File: src/rtl/media_fetch_pkg.sv
// Shared types and constants for the Bad Apple SD-card fetch scheduler.
package media_fetch_pkg;

  typedef enum logic [2:0] {
    IDLE,
    ARB,
    REQ,
    WAIT,
    FIN
  } fetch_state_e;

  localparam logic SRC_VIDEO = 1'b0;
  localparam logic SRC_AUDIO = 1'b1;

  localparam int unsigned SECTOR_BYTES         = 512;
  localparam int unsigned DEF_AUDIO_LOW_WATER  = 256;
  localparam int unsigned DEF_AUDIO_HIGH_WATER = 1536;

endpackage

File: src/rtl/media_fetch_sched_if.sv
// Block-read handshake between the fetch scheduler (master) and the SPI read engine (slave).
interface media_fetch_sched_if;
  logic        rd_req;
  logic [31:0] rd_addr;
  logic        rd_src;
  logic        rd_ack;
  logic        rd_done;

  modport master (output rd_req, rd_addr, rd_src, input rd_ack, rd_done);
  modport slave  (input rd_req, rd_addr, rd_src, output rd_ack, rd_done);
endinterface

File: src/rtl/fetch_watchdog.sv
// Counts enabled cycles and pulses expired on the TIMEOUT_CYCLES-th one; clear restarts the count.
module fetch_watchdog #(
  parameter int unsigned TIMEOUT_CYCLES = 4_000_000
) (
  input  logic clk,
  input  logic rst,
  input  logic clear,
  input  logic enable,
  output logic expired
);

  localparam int unsigned CNT_W = $clog2(TIMEOUT_CYCLES + 1);

  logic [CNT_W-1:0] cnt_q, cnt_d;

  // Saturate at the limit so a stuck enable cannot produce a second pulse.
  always_comb begin
    cnt_d = cnt_q;
    if (clear) begin
      cnt_d = '0;
    end else if (enable && (cnt_q != CNT_W'(TIMEOUT_CYCLES))) begin
      cnt_d = cnt_q + CNT_W'(1);
    end
  end

  always_ff @(posedge clk or posedge rst) begin
    if (rst) begin
      cnt_q <= '0;
    end else begin
      cnt_q <= cnt_d;
    end
  end

  assign expired = enable && !clear && (cnt_q == CNT_W'(TIMEOUT_CYCLES - 1));

endmodule

File: src/rtl/media_fetch_sched.sv
// Arbitrates the shared SPI block-read engine between the audio FIFO and the video frame buffer.
module media_fetch_sched
  import media_fetch_pkg::*;
#(
  parameter logic [31:0] VIDEO_BASE_SECTOR = 32'h0000_0800,
  parameter logic [31:0] AUDIO_BASE_SECTOR = 32'h0010_0000,
  parameter int unsigned SECTORS_PER_FRAME = 75,
  parameter int unsigned NUM_FRAMES        = 6572,
  parameter int unsigned AUDIO_SECTORS     = 16384,
  parameter int unsigned AUD_LVL_W         = 11,
  parameter int unsigned AUDIO_LOW_WATER   = DEF_AUDIO_LOW_WATER,
  parameter int unsigned AUDIO_HIGH_WATER  = DEF_AUDIO_HIGH_WATER,
  parameter int unsigned TIMEOUT_CYCLES    = 4_000_000
) (
  input  logic                 CLK_40,
  input  logic                 reset,
  input  logic                 start,
  input  logic [AUD_LVL_W-1:0] audio_level,
  input  logic                 video_need,
  media_fetch_sched_if.master  rd_bus,
  output logic                 play_active,
  output logic                 frame_done,
  output logic [12:0]          frame_idx,
  output logic                 fetch_err
);

  localparam int unsigned FS_W = (SECTORS_PER_FRAME > 1) ? $clog2(SECTORS_PER_FRAME) : 1;

  fetch_state_e     state_q, state_d;
  logic [31:0]      vid_cnt_q, vid_cnt_d;
  logic [31:0]      aud_cnt_q, aud_cnt_d;
  logic [FS_W-1:0]  frame_sec_q, frame_sec_d;
  logic [12:0]      frame_idx_q, frame_idx_d;
  logic [31:0]      rd_addr_q, rd_addr_d;
  logic             rd_req_q, rd_req_d;
  logic             rd_src_q, rd_src_d;
  logic             play_active_q, play_active_d;
  logic             frame_done_q, frame_done_d;
  logic             fetch_err_q, fetch_err_d;

  logic aud_left, vid_left;
  logic grant, grant_src, complete;
  logic wd_expired;

  assign aud_left = (aud_cnt_q != AUDIO_SECTORS);
  assign vid_left = (frame_idx_q != 13'(NUM_FRAMES));

  fetch_watchdog #(
    .TIMEOUT_CYCLES(TIMEOUT_CYCLES)
  ) u_watchdog (
    .clk    (CLK_40),
    .rst    (reset),
    .clear  (state_q != WAIT),
    .enable (state_q == WAIT),
    .expired(wd_expired)
  );

  // Urgent audio beats video, which beats opportunistic audio top-up.
  always_comb begin
    grant     = 1'b0;
    grant_src = SRC_VIDEO;
    if (aud_left && (audio_level < AUD_LVL_W'(AUDIO_LOW_WATER))) begin
      grant     = 1'b1;
      grant_src = SRC_AUDIO;
    end else if (vid_left && video_need) begin
      grant     = 1'b1;
      grant_src = SRC_VIDEO;
    end else if (aud_left && (audio_level < AUD_LVL_W'(AUDIO_HIGH_WATER))) begin
      grant     = 1'b1;
      grant_src = SRC_AUDIO;
    end
  end

  always_comb begin
    state_d       = state_q;
    vid_cnt_d     = vid_cnt_q;
    aud_cnt_d     = aud_cnt_q;
    frame_sec_d   = frame_sec_q;
    frame_idx_d   = frame_idx_q;
    rd_addr_d     = rd_addr_q;
    rd_req_d      = rd_req_q;
    rd_src_d      = rd_src_q;
    play_active_d = play_active_q;
    frame_done_d  = 1'b0;
    fetch_err_d   = fetch_err_q;
    complete      = 1'b0;

    case (state_q)
      IDLE: begin
        if (start) begin
          state_d       = ARB;
          play_active_d = 1'b1;
          vid_cnt_d     = '0;
          aud_cnt_d     = '0;
          frame_sec_d   = '0;
          frame_idx_d   = '0;
        end
      end
      ARB: begin
        if (!aud_left && !vid_left) begin
          state_d = FIN;
        end else if (grant) begin
          state_d   = REQ;
          rd_req_d  = 1'b1;
          rd_src_d  = grant_src;
          rd_addr_d = (grant_src == SRC_AUDIO) ? AUDIO_BASE_SECTOR + aud_cnt_q
                                               : VIDEO_BASE_SECTOR + vid_cnt_q;
        end
      end
      REQ: begin
        if (rd_bus.rd_ack) begin
          rd_req_d = 1'b0;
          if (rd_bus.rd_done) begin
            complete = 1'b1;
          end else begin
            state_d = WAIT;
          end
        end
      end
      WAIT: begin
        if (rd_bus.rd_done) begin
          complete = 1'b1;
        end else if (wd_expired) begin
          fetch_err_d = 1'b1;
          state_d     = ARB;
        end
      end
      FIN: begin
        play_active_d = 1'b0;
        state_d       = IDLE;
      end
      default: state_d = IDLE;
    endcase

    // A timed-out sector skips this path, so the next grant re-reads it.
    if (complete) begin
      state_d = ARB;
      if (rd_src_q == SRC_AUDIO) begin
        aud_cnt_d = aud_cnt_q + 32'd1;
      end else begin
        vid_cnt_d = vid_cnt_q + 32'd1;
        if (frame_sec_q == FS_W'(SECTORS_PER_FRAME - 1)) begin
          frame_sec_d  = '0;
          frame_idx_d  = frame_idx_q + 13'd1;
          frame_done_d = 1'b1;
        end else begin
          frame_sec_d = frame_sec_q + FS_W'(1);
        end
      end
    end
  end

  always_ff @(posedge CLK_40 or posedge reset) begin
    if (reset) begin
      state_q       <= IDLE;
      vid_cnt_q     <= '0;
      aud_cnt_q     <= '0;
      frame_sec_q   <= '0;
      frame_idx_q   <= '0;
      rd_addr_q     <= '0;
      rd_req_q      <= 1'b0;
      rd_src_q      <= 1'b0;
      play_active_q <= 1'b0;
      frame_done_q  <= 1'b0;
      fetch_err_q   <= 1'b0;
    end else begin
      state_q       <= state_d;
      vid_cnt_q     <= vid_cnt_d;
      aud_cnt_q     <= aud_cnt_d;
      frame_sec_q   <= frame_sec_d;
      frame_idx_q   <= frame_idx_d;
      rd_addr_q     <= rd_addr_d;
      rd_req_q      <= rd_req_d;
      rd_src_q      <= rd_src_d;
      play_active_q <= play_active_d;
      frame_done_q  <= frame_done_d;
      fetch_err_q   <= fetch_err_d;
    end
  end

  assign rd_bus.rd_req  = rd_req_q;
  assign rd_bus.rd_addr = rd_addr_q;
  assign rd_bus.rd_src  = rd_src_q;
  assign play_active    = play_active_q;
  assign frame_done     = frame_done_q;
  assign frame_idx      = frame_idx_q;
  assign fetch_err      = fetch_err_q;

endmodule

File: src/flat_wrapper.sv
// flat-port wrapper written by rule: the top's interface ports become plain ports
module media_fetch_sched_flat import media_fetch_pkg::*;
#(
  parameter logic [31:0] VIDEO_BASE_SECTOR = 32'h0000_0800,
  parameter logic [31:0] AUDIO_BASE_SECTOR = 32'h0010_0000,
  parameter int unsigned SECTORS_PER_FRAME = 75,
  parameter int unsigned NUM_FRAMES        = 6572,
  parameter int unsigned AUDIO_SECTORS     = 16384,
  parameter int unsigned AUD_LVL_W         = 11,
  parameter int unsigned AUDIO_LOW_WATER   = DEF_AUDIO_LOW_WATER,
  parameter int unsigned AUDIO_HIGH_WATER  = DEF_AUDIO_HIGH_WATER,
  parameter int unsigned TIMEOUT_CYCLES    = 4_000_000
)
  (CLK_40, reset, start, audio_level, video_need, play_active, frame_done, frame_idx, fetch_err, rd_bus_rd_req, rd_bus_rd_addr, rd_bus_rd_src, rd_bus_rd_ack, rd_bus_rd_done);
  media_fetch_sched_if rd_bus_i ();
  input  logic CLK_40;
  input  logic reset;
  input  logic start;
  input  logic [AUD_LVL_W-1:0] audio_level;
  input  logic video_need;
  output logic play_active;
  output logic frame_done;
  output logic [12:0] frame_idx;
  output logic fetch_err;
  output wire logic [$bits(rd_bus_i.rd_req)-1:0] rd_bus_rd_req;
  output wire logic [$bits(rd_bus_i.rd_addr)-1:0] rd_bus_rd_addr;
  output wire logic [$bits(rd_bus_i.rd_src)-1:0] rd_bus_rd_src;
  input wire logic [$bits(rd_bus_i.rd_ack)-1:0] rd_bus_rd_ack;
  input wire logic [$bits(rd_bus_i.rd_done)-1:0] rd_bus_rd_done;
  assign rd_bus_rd_req = rd_bus_i.rd_req;
  assign rd_bus_rd_addr = rd_bus_i.rd_addr;
  assign rd_bus_rd_src = rd_bus_i.rd_src;
  assign rd_bus_i.rd_ack = rd_bus_rd_ack;
  assign rd_bus_i.rd_done = rd_bus_rd_done;
  media_fetch_sched #(.VIDEO_BASE_SECTOR(VIDEO_BASE_SECTOR), .AUDIO_BASE_SECTOR(AUDIO_BASE_SECTOR), .SECTORS_PER_FRAME(SECTORS_PER_FRAME), .NUM_FRAMES(NUM_FRAMES), .AUDIO_SECTORS(AUDIO_SECTORS), .AUD_LVL_W(AUD_LVL_W), .AUDIO_LOW_WATER(AUDIO_LOW_WATER), .AUDIO_HIGH_WATER(AUDIO_HIGH_WATER), .TIMEOUT_CYCLES(TIMEOUT_CYCLES)) u_core (.CLK_40(CLK_40), .reset(reset), .start(start), .audio_level(audio_level), .video_need(video_need), .rd_bus(rd_bus_i), .play_active(play_active), .frame_done(frame_done), .frame_idx(frame_idx), .fetch_err(fetch_err));
endmodule
File: config.mk
export PLATFORM = sky130hd
export DESIGN_NAME = media_fetch_sched_flat
export DESIGN_NICKNAME = d
export VERILOG_FILES = /design/src/rtl/media_fetch_pkg.sv /design/src/rtl/media_fetch_sched_if.sv /design/src/rtl/fetch_watchdog.sv /design/src/rtl/media_fetch_sched.sv /design/src/flat_wrapper.sv
export SDC_FILE = /design/constraint.sdc
export NUM_CORES = 1
export LEC_CHECK = 0
export BUFFER_PORTS_ARGS = -buffer_cell sky130_fd_sc_hd__buf_2
export CAP_MARGIN = 20
export CORE_ASPECT_RATIO = 0.6
export CORE_MARGIN = 2
export CORE_UTILIZATION = 55
export CTS_CLUSTER_DIAMETER = 100
export DETAILED_ROUTE_END_ITERATION = 8
export PLACE_DENSITY = 0.77
export SYNTH_ARGS = -nofsm -noshare
export SYNTH_HDL_FRONTEND = slang
export SYNTH_SLANG_ARGS = --single-unit
File: constraint.sdc
create_clock -name CLK_40 -period 4.35 [get_ports CLK_40]
set_clock_uncertainty 0.1 [all_clocks]
set_input_delay 0.2175 -clock CLK_40 [delete_from_list [all_inputs] [get_ports CLK_40]]
set_output_delay 0.2175 -clock CLK_40 [all_outputs]
set_load 0.01 [all_outputs]
==> qor.tcl <==
set qor(drc) 0
set qor(drtPass1Iterations) 5
set qor(tritoncts) {yes}
set qor(post-synth-top-area-fraction_pct) 45.80
set qor(category_of_the_worst_setup_path_capture_point) {flop}
set qor(detailed_place.area_um2) 8416
set qor(detailroute.via_count) 6642
set qor(crit_family) {compound AO/OA/AOI/OAI gates}
set qor(maxSlewHeadroom_pct) 45.37
set qor(rr_startpoint) {u_core.aud_cnt_q[20]}
set qor(mostFrequentLayoutCell) {sky130_fd_sc_hd__dfrtp_1}
set qor(totalNegativeSetupSlack_ns) 0
set qor(finalMaxSlewViolations) 0
set qor(timing_worst_slew_pin_value_ns) 0.8120
set qor(maxCapViolations) 0
set qor(mappedNetlistNets) 849
set qor(top_flip_flop_cell_by_instance_count_after_synthesis) {sky130_fd_sc_hd__dfrtp_1}
set qor(drt-total-wl_um) 19790
set qor(netlist-cell-type-count) 66
set qor(holdPathEnd) {u_core.play_active}
set qor(seqPwrFrac_pct) 40.4
set qor(utilization_pct) 63.14
set qor(r2r_cells) 8
set qor(power_report.internal_total_mw) 2.716
set qor(synth_edf_count) 0
set qor(whs_path_depth) 3
set qor(syn_inst) 820
set qor(worst_path_clk_slew_ns) 0.06
set qor(drt_iter0_drc) 622
set qor(post_synth.cell_area_avg_um2) 9.727
set qor(timing.final.setup_violations) 0
set qor(maximum_count_of_clock_buffers_along_a_single_path) 2
set qor(irDropWorstVdd_v) 0.0002780
set qor(critPathMaxFanout) 14
set qor(final.min_clock_period_ns) 3.187
set qor(io_pins) 67
set qor(die_w_um) 159.5
set qor(critical_path.max_stage_delay_ns) 0.60
set qor(ys_seq_elements) 146
set qor(wl_cell_um) 18.39
set qor(power.static_leakage_nw) 3.934
set qor(setup_repair_after_global_routing_missed_its_margin) {false}
set qor(drt-vias-per-instance) 6.173
set qor(wire_length_of_the_first_global_routing_pass_um) 32840
set qor(layer_with_the_highest_usage) {met1}
set qor(placeableCoreArea_um2) 14340
set qor(cts_inserted_buffers) 17
set qor(regToRegSetupSlack_ns) 1.16
set qor(cts-root-buf) {sky130_fd_sc_hd__clkbuf_16}
set qor(number_of_h_tree_branching_levels) 4
set qor(period_share_pct) 73.27
set qor(final_net_count) 895
set qor(synthDominantAreaCellType) {sky130_fd_sc_hd__dfrtp_1}
set qor(cts_resized) 0
set qor(yosysWarningCount) 0
set qor(yosysSeqAreaShare_pct) 45.80
set qor(arrival_ns) 3.35
set qor(layout.cells.most_common_list) {sky130_fd_sc_hd__dfrtp_1, sky130_fd_sc_hd__nand2_1, sky130_fd_sc_hd__nand3_1}
set qor(synth_area_um2) 7976
set qor(worst_r2r_endpoint) {u_core.rd_bus.rd_addr[13]}
set qor(clock-sinks) 146
set qor(part_of_the_power_in_the_clock_network_pct) 39.3
set qor(grt_antenna_before_repair) 0
set qor(synth.top_cells.by_area) {sky130_fd_sc_hd__dfrtp_1, sky130_fd_sc_hd__mux2i_1, sky130_fd_sc_hd__nand3_1}
set qor(dp_hpwl_um) 13630
set qor(timing.critical_path.required_ns) 4.52
set qor(critPathSlowestCell) {sky130_fd_sc_hd__o22ai_4}
set qor(antennaDiodeCount) 0
set qor(grt_util_met3_pct) 6.872
set qor(port_buffers) 58
set qor(min_path_type) {in -> reg}
set qor(timing.critical_path.from_type) {flop}
set qor(fraction_of_final_layout_cells_with_drive_strength_greater_than_1_pct) 15.72
set qor(worst-path-buf-inv) 2
set qor(report.power.total_mw) 3.984
set qor(run_status) {completed}
set qor(power.switching_fraction_pct) 31.83
set qor(gp_congestion) 0.8995
set qor(path_cells) {inv_1, ha_1, nor4bb_1, nand4_1, o22ai_4, buf_4, mux2i_1, o21ai_0}
set qor(first_global_vias) 6001
set qor(total_number_of_placement_rows) 34
set qor(async_reset_ff_share_pct) 100.0
set qor(gr-total-overflow) 0
set qor(die_h_um) 97.28
set qor(power.combinational.fraction_pct) 20.3
set qor(finalInstanceArea_um2) 9052
set qor(power_density_nw_per_um2) 440.1
set qor(syn2layout_area_growth_pct) 13.49
set qor(die-area_um2) 15510
set qor(power.net_switching_mw) 1.268
set qor(global_route.usage.met2_pct) 35.86
set qor(clkLatencyLatePin_ns) 0.42
set qor(initial_utilization_pct) 55.64
set qor(use_met1_pct) 41.92
set qor(timing.final.hold_violations) 0
set qor(worstHoldStart) {start}
set qor(overall_global_routing_usage_pct) 26.58
set qor(timing.setup.critical_path_class) {reg -> reg}
set qor(drt.antenna.violating_nets) 0
set qor(maximum_clock_rate_mhz) 313.8
set qor(grt_max_degree) 76
worst min-delay path: cells and delay by family:
kind / cells / cell delay [ns]
AOI/OAI and AO/OA: 2 / 0.17
buffers and inverters: 1 / 0.10
power by group through the flow:
stage          combinational (mW)  sequential, mW  clock [mW]
2_1_floorplan               0.568            1.60           0
3_3_place_gp                0.781            1.63           0
3_5_place_dp                0.799            1.63           0
4_1_cts                     0.808            1.60        1.59
5_1_grt                     0.887            1.62        1.65
6_report                    0.807            1.61        1.57
final cells by class:
class	count	area, um2
Fill cell	1179	5284
Multi-Input combinational cell	607	4054
Sequential cell	146	3654
Clock buffer	19	442.9
Timing Repair Buffer	68	367.9
Tap cell	198	247.7
Clock inverter	12	183.9
Inverter	26	102.6
synth_stat cells (3+ instances only):
cell type / n
sky130_fd_sc_hd__o21ai_1: 4
sky130_fd_sc_hd__or3_1: 18
sky130_fd_sc_hd__xnor2_1: 26
sky130_fd_sc_hd__a21oi_1: 18
sky130_fd_sc_hd__a22o_1: 10
sky130_fd_sc_hd__nor2_1: 49
sky130_fd_sc_hd__nand2_1: 76
sky130_fd_sc_hd__nand4b_1: 3
sky130_fd_sc_hd__nand4_1: 19
sky130_fd_sc_hd__mux2i_1: 38
sky130_fd_sc_hd__inv_1: 26
sky130_fd_sc_hd__nor2b_1: 3
sky130_fd_sc_hd__mux2_4: 10
sky130_fd_sc_hd__nand2b_1: 5
sky130_fd_sc_hd__mux2_2: 7
sky130_fd_sc_hd__nor4_1: 16
sky130_fd_sc_hd__buf_2: 9
sky130_fd_sc_hd__xor2_1: 21
sky130_fd_sc_hd__and3_1: 17
sky130_fd_sc_hd__or2_2: 3
sky130_fd_sc_hd__nand3_1: 68
sky130_fd_sc_hd__buf_4: 3
sky130_fd_sc_hd__or4_1: 5
sky130_fd_sc_hd__o31ai_1: 29
sky130_fd_sc_hd__nor3_1: 28
sky130_fd_sc_hd__dfrtp_1: 146
sky130_fd_sc_hd__ha_1: 12
sky130_fd_sc_hd__clkbuf_1: 26
sky130_fd_sc_hd__o21ai_0: 47
sky130_fd_sc_hd__and2_1: 5
sky130_fd_sc_hd__and4_1: 9
sky130_fd_sc_hd__o211ai_1: 18
sequential cells by signal, indices dropped and copies added (netlist names):
register and flops:
u_core.rd_bus.rd_req 1, u_core.frame_idx 13, u_core.frame_sec_q 7, u_core.vid_cnt_q 32, u_core.frame_done 1, u_core.u_watchdog.cnt_q 22
u_core.fetch_err 1, u_core.aud_cnt_q 32, u_core.state_q 3, u_core.rd_bus.rd_src 1, u_core.rd_bus.rd_addr 32, u_core.play_active 1
how the worst max path moves through the flow:
stage	from	to	slack, ns	depth (start not counted)
floorplan	reset	u_core.aud_cnt_q[0]	0.11	1
global placement	u_core.aud_cnt_q[20]	u_core.rd_bus.rd_addr[19]	1.41	7
detailed placement	u_core.aud_cnt_q[20]	u_core.rd_bus.rd_addr[11]	1.35	7
CTS	u_core.aud_cnt_q[20]	u_core.rd_bus.rd_addr[13]	1.27	8
global route	u_core.aud_cnt_q[20]	u_core.rd_bus.rd_addr[13]	1.02	8
finish	u_core.aud_cnt_q[20]	u_core.rd_bus.rd_addr[13]	1.16	8
per-layer routing:
| layer | vias to the layer above | routed length, um |
|---|---|---|
| met1 | 3265 | 9763 |
| met3 | 31 | 1549 |
| met5 | - | 0 |
| met2 | 241 | 8208 |
| met4 | 0 | 263 |
| li1 | 3105 | - |
repair_timing:
item / CTS / global route
setup buffers: 0 / 0
hold endpoints to repair: 73 / 0
hold buffers: 1 / 0
stage by stage:
step	hold WS (ns)	worst slack (ns)	cells
after floorplan	0.2786	0.1095	820
after global placement	0.2795	1.409	1044
after CTS	0.007557	1.272	1076
final	0.02293	1.163	1076
after detailed placement	0.2896	1.348	1044
after global routing	0.05311	1.019	1076
logic make-up after synthesis:
group	count (synthesis)	share of synthesized area [%]
simple gates	348	23.76
buf+inv	67	3.623
fa+ha+maj	12	1.882
mux	55	7.639
flops	146	45.80
compound gates	145	12.13
xor+xnor	47	5.161
(Power assumes the default switching activity.)
